--- config.mk ---
export PLATFORM = sky130hd
export DESIGN_NAME = branch_target_lut
export DESIGN_NICKNAME = d
export VERILOG_FILES = /design/src/rtl/branch_target_lut.sv
export SDC_FILE = /design/constraint.sdc
export NUM_CORES = 1
export LEC_CHECK = 0
export BUFFER_PORTS_ARGS = -buffer_cell sky130_fd_sc_hd__buf_4
export CAP_MARGIN = 20
export CORE_ASPECT_RATIO = 1.75
export CORE_UTILIZATION = 40
export DETAILED_ROUTE_END_ITERATION = 10
export PLACE_DENSITY = 0.57
export SLEW_MARGIN = 40
export SYNTH_ARGS = -nofsm -noshare
export SYNTH_HDL_FRONTEND = slang
export SYNTH_SLANG_ARGS = --single-unit
--- constraint.sdc ---
create_clock -name clk -period 3.3 [get_ports clk]
set_clock_uncertainty 0.05 [all_clocks]
set_input_delay 0.495 -clock clk [delete_from_list [all_inputs] [get_ports clk]]
set_output_delay 0.495 -clock clk [all_outputs]
set_load 0.005 [all_outputs]
--- src/rtl/branch_target_lut.sv ---
// Programmable branch-target table with self-clearing init sequencer; optional parity via LUT_PARITY_EN.
// Latency: lookup response registered one cycle after an accepted request.
// Backpressure: req_ready low while the table is being cleared; writes ignored until then.
module branch_target_lut #(
  parameter int DEPTH    = 16,
  parameter int ADDR_W   = $clog2(DEPTH),
  parameter int TARGET_W = 8
) (
  input  logic                clk,
  input  logic                rst_n,
  output logic                init_done,
  input  logic                wr_en,
  input  logic [ADDR_W-1:0]   wr_addr,
  input  logic [TARGET_W-1:0] wr_data,
  input  logic                req_valid,
  output logic                req_ready,
  input  logic [ADDR_W-1:0]   req_idx,
  input  logic [1:0]          req_kind,
  input  logic                req_zero,
  input  logic [TARGET_W-1:0] req_pc,
  output logic                rsp_valid,
  output logic                rsp_take,
  output logic [TARGET_W-1:0] rsp_target
`ifdef LUT_PARITY_EN
  ,
  output logic                err
`endif
);

  typedef enum logic {ST_INIT, ST_READY} state_t;

  localparam logic [1:0] KIND_NONE = 2'd0;
  localparam logic [1:0] KIND_BZ   = 2'd1;
  localparam logic [1:0] KIND_BNZ  = 2'd2;
  localparam logic [1:0] KIND_JMP  = 2'd3;

  state_t              state, state_nxt;
  logic [ADDR_W-1:0]   cnt;
  logic [TARGET_W-1:0] mem_dat [DEPTH];
  logic                accept, bypass, take;
  logic [TARGET_W-1:0] entry, pc_next, target;

  always_ff @(posedge clk) begin
    if (!rst_n) begin
      state <= ST_INIT;
      cnt   <= '0;
    end else begin
      state <= state_nxt;
      if (state == ST_INIT) cnt <= cnt + ADDR_W'(1);
    end
  end

  always_comb begin
    state_nxt = state;
    init_done = 1'b0;
    req_ready = 1'b0;
    case (state)
      ST_INIT: begin
        if (cnt == {ADDR_W{1'b1}}) state_nxt = ST_READY;
      end
      ST_READY: begin
        init_done = 1'b1;
        req_ready = 1'b1;
      end
      default: state_nxt = ST_INIT;
    endcase
  end

  // Data bits carry no reset; the init sequencer is the only clear path.
  always_ff @(posedge clk) begin
    if (rst_n) begin
      if (state == ST_INIT) mem_dat[cnt] <= '0;
      else if (wr_en)       mem_dat[wr_addr] <= wr_data;
    end
  end

  always_comb begin
    accept  = req_valid && req_ready;
    bypass  = wr_en && (wr_addr == req_idx);
    entry   = bypass ? wr_data : mem_dat[req_idx];
    pc_next = req_pc + TARGET_W'(1);
    take    = 1'b0;
    case (req_kind)
      KIND_NONE: take = 1'b0;
      KIND_BZ:   take = req_zero;
      KIND_BNZ:  take = !req_zero;
      KIND_JMP:  take = 1'b1;
      default:   take = 1'b0;
    endcase
    target = take ? entry : pc_next;
  end

  always_ff @(posedge clk) begin
    if (!rst_n) begin
      rsp_valid  <= 1'b0;
      rsp_take   <= 1'b0;
      rsp_target <= '0;
    end else begin
      rsp_valid <= accept;
      if (accept) begin
        rsp_take   <= take;
        rsp_target <= target;
      end
    end
  end

`ifdef LUT_PARITY_EN
  logic mem_par [DEPTH];
  logic par_bad;

  always_ff @(posedge clk) begin
    if (rst_n) begin
      if (state == ST_INIT) mem_par[cnt] <= 1'b0;
      else if (wr_en)       mem_par[wr_addr] <= ^wr_data;
    end
  end

  // Only stored entries are checked; a bypassed write never touched the array.
  assign par_bad = accept && take && !bypass && ((^mem_dat[req_idx]) != mem_par[req_idx]);

  always_ff @(posedge clk) begin
    if (!rst_n)       err <= 1'b0;
    else if (par_bad) err <= 1'b1;
  end
`endif

endmodule

## Yosys cells after proc, flatten, opt, wreduce, memory -nomap -nowiden

Memory sizes are Yosys's and may differ from the RTL's.
Cells that the tools add are included.
W data, S select, Z words.

- Register bits: 15
- RAM bits: 128
- Input bits: 31
- Output and inout port bits: 12
- Word-level logic and storage cells: 34
- Memories kept: 1

- Add/sub/neg operators: 2
- Eq/ne operators: 5
- Multiplexer cells: 16
- Reduce and logical (&&, ||, !) cells: 5

Memory list:

| memory | depth | bits a word | rd ports | clocked after Yosys merged registers in | wr ports | line | RTL |
|---|---|---|---|---|---|---|---|
| mem_dat | 16 | 8 | 1 | 0 | 1 | 39 | `logic [TARGET_W-1:0] mem_dat [DEPTH];` |

Operators with widths:

| operator | number |
|---|---|
| $mux W8 | 3 |
| $mux W1 | 11 |
| $add A8 B1 Y8 const B | 1 |
| $reduce_or A8 Y1 | 1 |
| $add A4 B1 Y4 const B | 1 |
| $eq A2 B2 Y1 const B | 2 |
| $eq A4 B4 Y1 | 1 |
| $eq A4 B4 Y1 const B | 1 |
| $mux W4 | 1 |
| $pmux W1 S4 | 1 |
| $eq A2 B1 Y1 const B | 1 |
| $logic_and A1 B1 Y1 | 2 |
| $logic_not A2 Y1 | 1 |
| $logic_not A1 Y1 | 1 |

## Longest topological paths before layout

- Depth in word-level cells: 6
- Mapped depth: 7
- Mapped depth without buffers: 6

## Least setup slack after synthesis

Ideal clock, no wire load.

- Path kind: input to register
- Start: input rst_n
- End: memory mem_dat[5][0] (enable)
- Data arrival time: 1746 ps
- Data required time: 2880 ps
- Setup slack: 1134 ps
- Stages on the path: 5
- Cells stage by stage: and3_1 > clkbuf_1 > mux2i_1 > or2_2 > nor2_1

- Longest elaborated chain between the ends: 4

Ends and longest elaborated chain:

| what | line | RTL |
|---|---|---|
| start: declaration | 10 | `input logic rst_n,` |
| $mux W1 | 71 | `if (rst_n) begin` |
| $mux W1 (implied by the code) | 73 | `else if (wr_en) mem_dat[wr_addr] <= wr_data;` |
| $reduce_or A8 Y1 (no source line) | -- |  |
| $mux W4 (no source line) / $mux W1 (equally long branches) | -- |  |
| end: declaration | 39 |  |

Several ways; a longest one is shown, not always the timed one.

## Worst setup path in the final report

- Start: register state
- End: memory mem_dat[1][2] (enable)

- Longest elaborated chain between the ends: 5

Ends and longest elaborated chain:

| what | line | RTL |
|---|---|---|
| start: declaration | 37 | `state_t state, state_nxt;` |
| start signal: assignment | 48 | `state <= state_nxt;` |
| $mux W1 | 72 | `if (state == ST_INIT) mem_dat[cnt] <= '0;` |
| $mux W1 | 71 |  |
| $mux W1 (implied by the code) | 73 |  |
| $reduce_or A8 Y1 (no source line) | -- |  |
| $mux W4 (no source line) / $mux W1 (equally long branches) | -- |  |

Several ways; a longest one is shown, not always the timed one.

==> summary.txt <==
Critical path
  • Worst reg2reg endpoint: mem_dat[1][2]
  • Worst Setup EP: mem_dat[1][2]
  • Worst endpoint data arrival time: around 2.7 ns
  • Critical path depth: 4
  • Critical Path RT: about 3.3 ns
  • Critical Path Start: state
  • Crit Path Class: flop to flop
  • CP startpoint kind: flop
  • Worst reg2reg path depth: 4
  • Critical path's top delay family: simple AND/OR/NAND/NOR gates
  • Worst path bufs/invs: 0
  • CP Capture Type: flop
  • Slowest CP cell: dfxtp_1
  • Max FO, Critical Path: 17
  • Cell Chain, Critical Path: and3_1, mux2i_1, o211ai_1, nor2_1
  • R2R Path Start: state
  • Max incr delay on CP: 0.58 ns
  • Flop-to-flop setup slack: 0.55 ns

Floorplan
  • DIE AREA: ~16,000 sq um
  • Die Y: ~160 microns
  • Die Span X: about 95 microns
  • Initial Util: 0.4133
  • Core footprint: 14,510 sq um
  • Cell Rows: 58
  • I/O Pins: between 40 and 50

Route
  • Vias post-DR: 3,453
  • DR vias/cell: 5.578
  • # DRC: 0
  • Final WL: approximately 14,000 microns
  • Antenna viol nets, final: 0
  • Initial DRC count: between 200 and 300
  • Router iterations before antenna repair: 4
  • Routed len/inst: between 20 and 25 microns

Synth
  • Number of synthesized flops with an enable pin: 128
  • Area share of the largest cell type after synthesis: 0.6408
  • Top-count cell post-synth: edfxtp_1
  • Synth cell count leaders: edfxtp_1 (128), mux4_2 (26), nor2_1 (22)
  • Syn Nets: 405
  • Syn_area_per_cell: 16.12 sq um
  • Main synth FF type: edfxtp_1
  • Dominant cells by area after synthesis: edfxtp_1 (64%), mux4_2 (9.8%), dfxtp_1 (5.0%)
  • FFs w/ async S/R, synth: 0
  • Largest area contributor in the netlist: edfxtp_1
  • Gate Count Post-Synth: 372
  • Sequential fraction of the synthesis area: 0.6909
  • Post-synthesis cell area: ~6000 sq um
  • YS warnings: 0
  • Library cells used by synthesis: 42
  • #FFs+latches synth: 143

Clock tree
  • # clock sinks: between 100 and 150
  • # Post-CTS Setup Buffers: 0
  • CTS Buf Count: 17
  • CTS root buffer: clkbuf_16
  • Hold_buf cts: 0
  • Worst-Skew Late Latency: ~0.4 ns
  • H-Tree Depth: 4
  • Reg clk slew, reported paths: 0.06 ns
  • TritonCTS clock tree: built
  • Post-cts sizing count: 0
  • CTS max path bufs: 2

STA
  • FMAX: roughly 360 MHz
  • Setup TNS: 0 ns
  • PnR worst setup slack: about 0.55 ns
  • Crit share post-route: 0.8330
  • Unrepaired setup endpoints after global routing: no
  • Slew Limit Fails: 0
  • Hold slack: between 0.2 and 0.3 ns
  • Final hold violation count: 0
  • Endpoints failing setup: 0
  • Worst-margin pin slew: about 0.8 ns
  • Min cycle time layout: ~2.7 ns
  • Max-slew headroom at the worst pin: 0.4777

Power and ir drop
  • Clock Power Share: 0.475
  • VDD IR max: about 250 uV
  • Logic pwr share: 0.051
  • Switch Pwr: around 0.86 mW
  • Net Sw Frac: 0.2055
  • Internal power: about 3.3 mW
  • Areal power density over the cells: 583.1 nW/um^2
  • Static Leak: roughly 2.6 nW
  • Seq pwr share: 0.474
  • Total power: around 4.2 mW

Place
  • PortBufs: 42
  • Dpl ws: between 0.4 and 0.5 ns
  • Gp weighted congestion: approximately 0.90
  • Post-DP HPWL: slightly above 10,000 microns

Run status
  • Run status: complete, no violations

Layout
  • Share of layout cells above drive strength 1: 0.2802
  • Antenna diodes: 0
  • Area growth, synth to finish: 19.25%
  • Nets: 459

GRT
  • GRT overflow: 0
  • Vias in the first global route: about 3.7k
  • Initial antenna violation count: 0
  • GRT Total Usage: 0.2018
  • First-pass GRT wire length: 21,510 microns
  • Largest net degree at the start of global routing: between 40 and 50

Run
  • Max Cap Viol: 0

Worst hold path
  • Hold crit path type: primary input to flop
-- area by class of cell --
class                   count  area [sq um]
repair buffers             55         412.9
clock inverters            12         157.7
flip-flops and latches    143          4144
well taps                 180         225.2
fillers                  1219          7361
clock buffers              20         466.7
inverters                   3         11.26
multi-input cells         206          1735
-- metrics by stage --
stage	util	area (sq um)	cells
after floorplan	-	5998	372
after global placement	0.4498	6529	587
after detailed placement	0.4498	6529	587
after CTS	0.4928	7153	619
after global routing	0.4928	7153	619
final	0.4928	7153	619
-- routing by layer --
layer / up-vias / global-route usage / routed length (microns)
met2: 128 / 0.3597 / 7723
met3: 34 / 0.04352 / 599
li1: 1577 / - / -
met4: 0 / 0.1343 / 874
met1: 1714 / 0.2076 / 5023
met5: - / 0 / 0
-- layout by cell type, fill, tap and decap left out, types with 4 or more instances in the layout --
| master | Yosys | final |
|---|---|---|
| a211oi_1 | 5 | 5 |
| a21oi_1 | 14 | 14 |
| a22oi_1 | 7 | 7 |
| a31oi_1 | 5 | 5 |
| and2_1 | 14 | 14 |
| buf_4 | 1 | 55 |
| clkbuf_16 | 0 | 17 |
| clkinv_4 | 0 | 4 |
| dfxtp_1 | 15 | 15 |
| edfxtp_1 | 128 | 128 |
| mux2_2 | 6 | 6 |
| mux4_2 | 26 | 26 |
| nand2_1 | 15 | 15 |
| nand3_1 | 9 | 9 |
| nor2_1 | 22 | 22 |
| nor2b_1 | 10 | 10 |
| nor3_1 | 7 | 7 |
| o21ai_0 | 16 | 16 |
| o221ai_1 | 5 | 5 |
| o22ai_1 | 5 | 5 |
| xnor2_1 | 10 | 10 |
-- cell families after synthesis --
group / share of synthesized area
compound gates: 0.07238
xor+xnor: 0.01898
fa+ha+maj: 0.004171
buf+inv: 0.01982
flops: 0.6909
mux: 0.1183
simple gates: 0.07551
-- worst min path at each step --
stage | startpoint | end | slack (ns) | cells past startpoint
6_report | req_valid | rsp_valid | 0.29 | 2
5_1_grt | req_valid | rsp_valid | 0.29 | 2
4_1_cts | req_valid | rsp_valid | 0.28 | 2
3_5_place_dp | rsp_target[2] | rsp_target[2] | 0.40 | 2
3_3_place_gp | rsp_target[2] | rsp_target[2] | 0.39 | 2
2_1_floorplan | rsp_target[2] | rsp_target[2] | 0.39 | 2
-- sequential cells by signal (all words and copies together), names as in the netlist --
| signal | cells |
|---|---|
| rsp_valid | 1 |
| rsp_target | 8 |
| state | 1 |
| cnt | 4 |
| rsp_take | 1 |
| mem_dat | 128 |
-- power groups by stage --
stage | Sequential, mW | Clock [mW] | Combinational, mW
detailed placement | 2.01 | 0 | 0.214
CTS | 1.98 | 2.01 | 0.215
global placement | 2.01 | 0 | 0.211
floorplan | 2.01 | 0 | 0.134
finish | 1.98 | 1.98 | 0.214
global route | 1.98 | 2.08 | 0.231
Note: power is estimated with default switching activity, not from simulation.
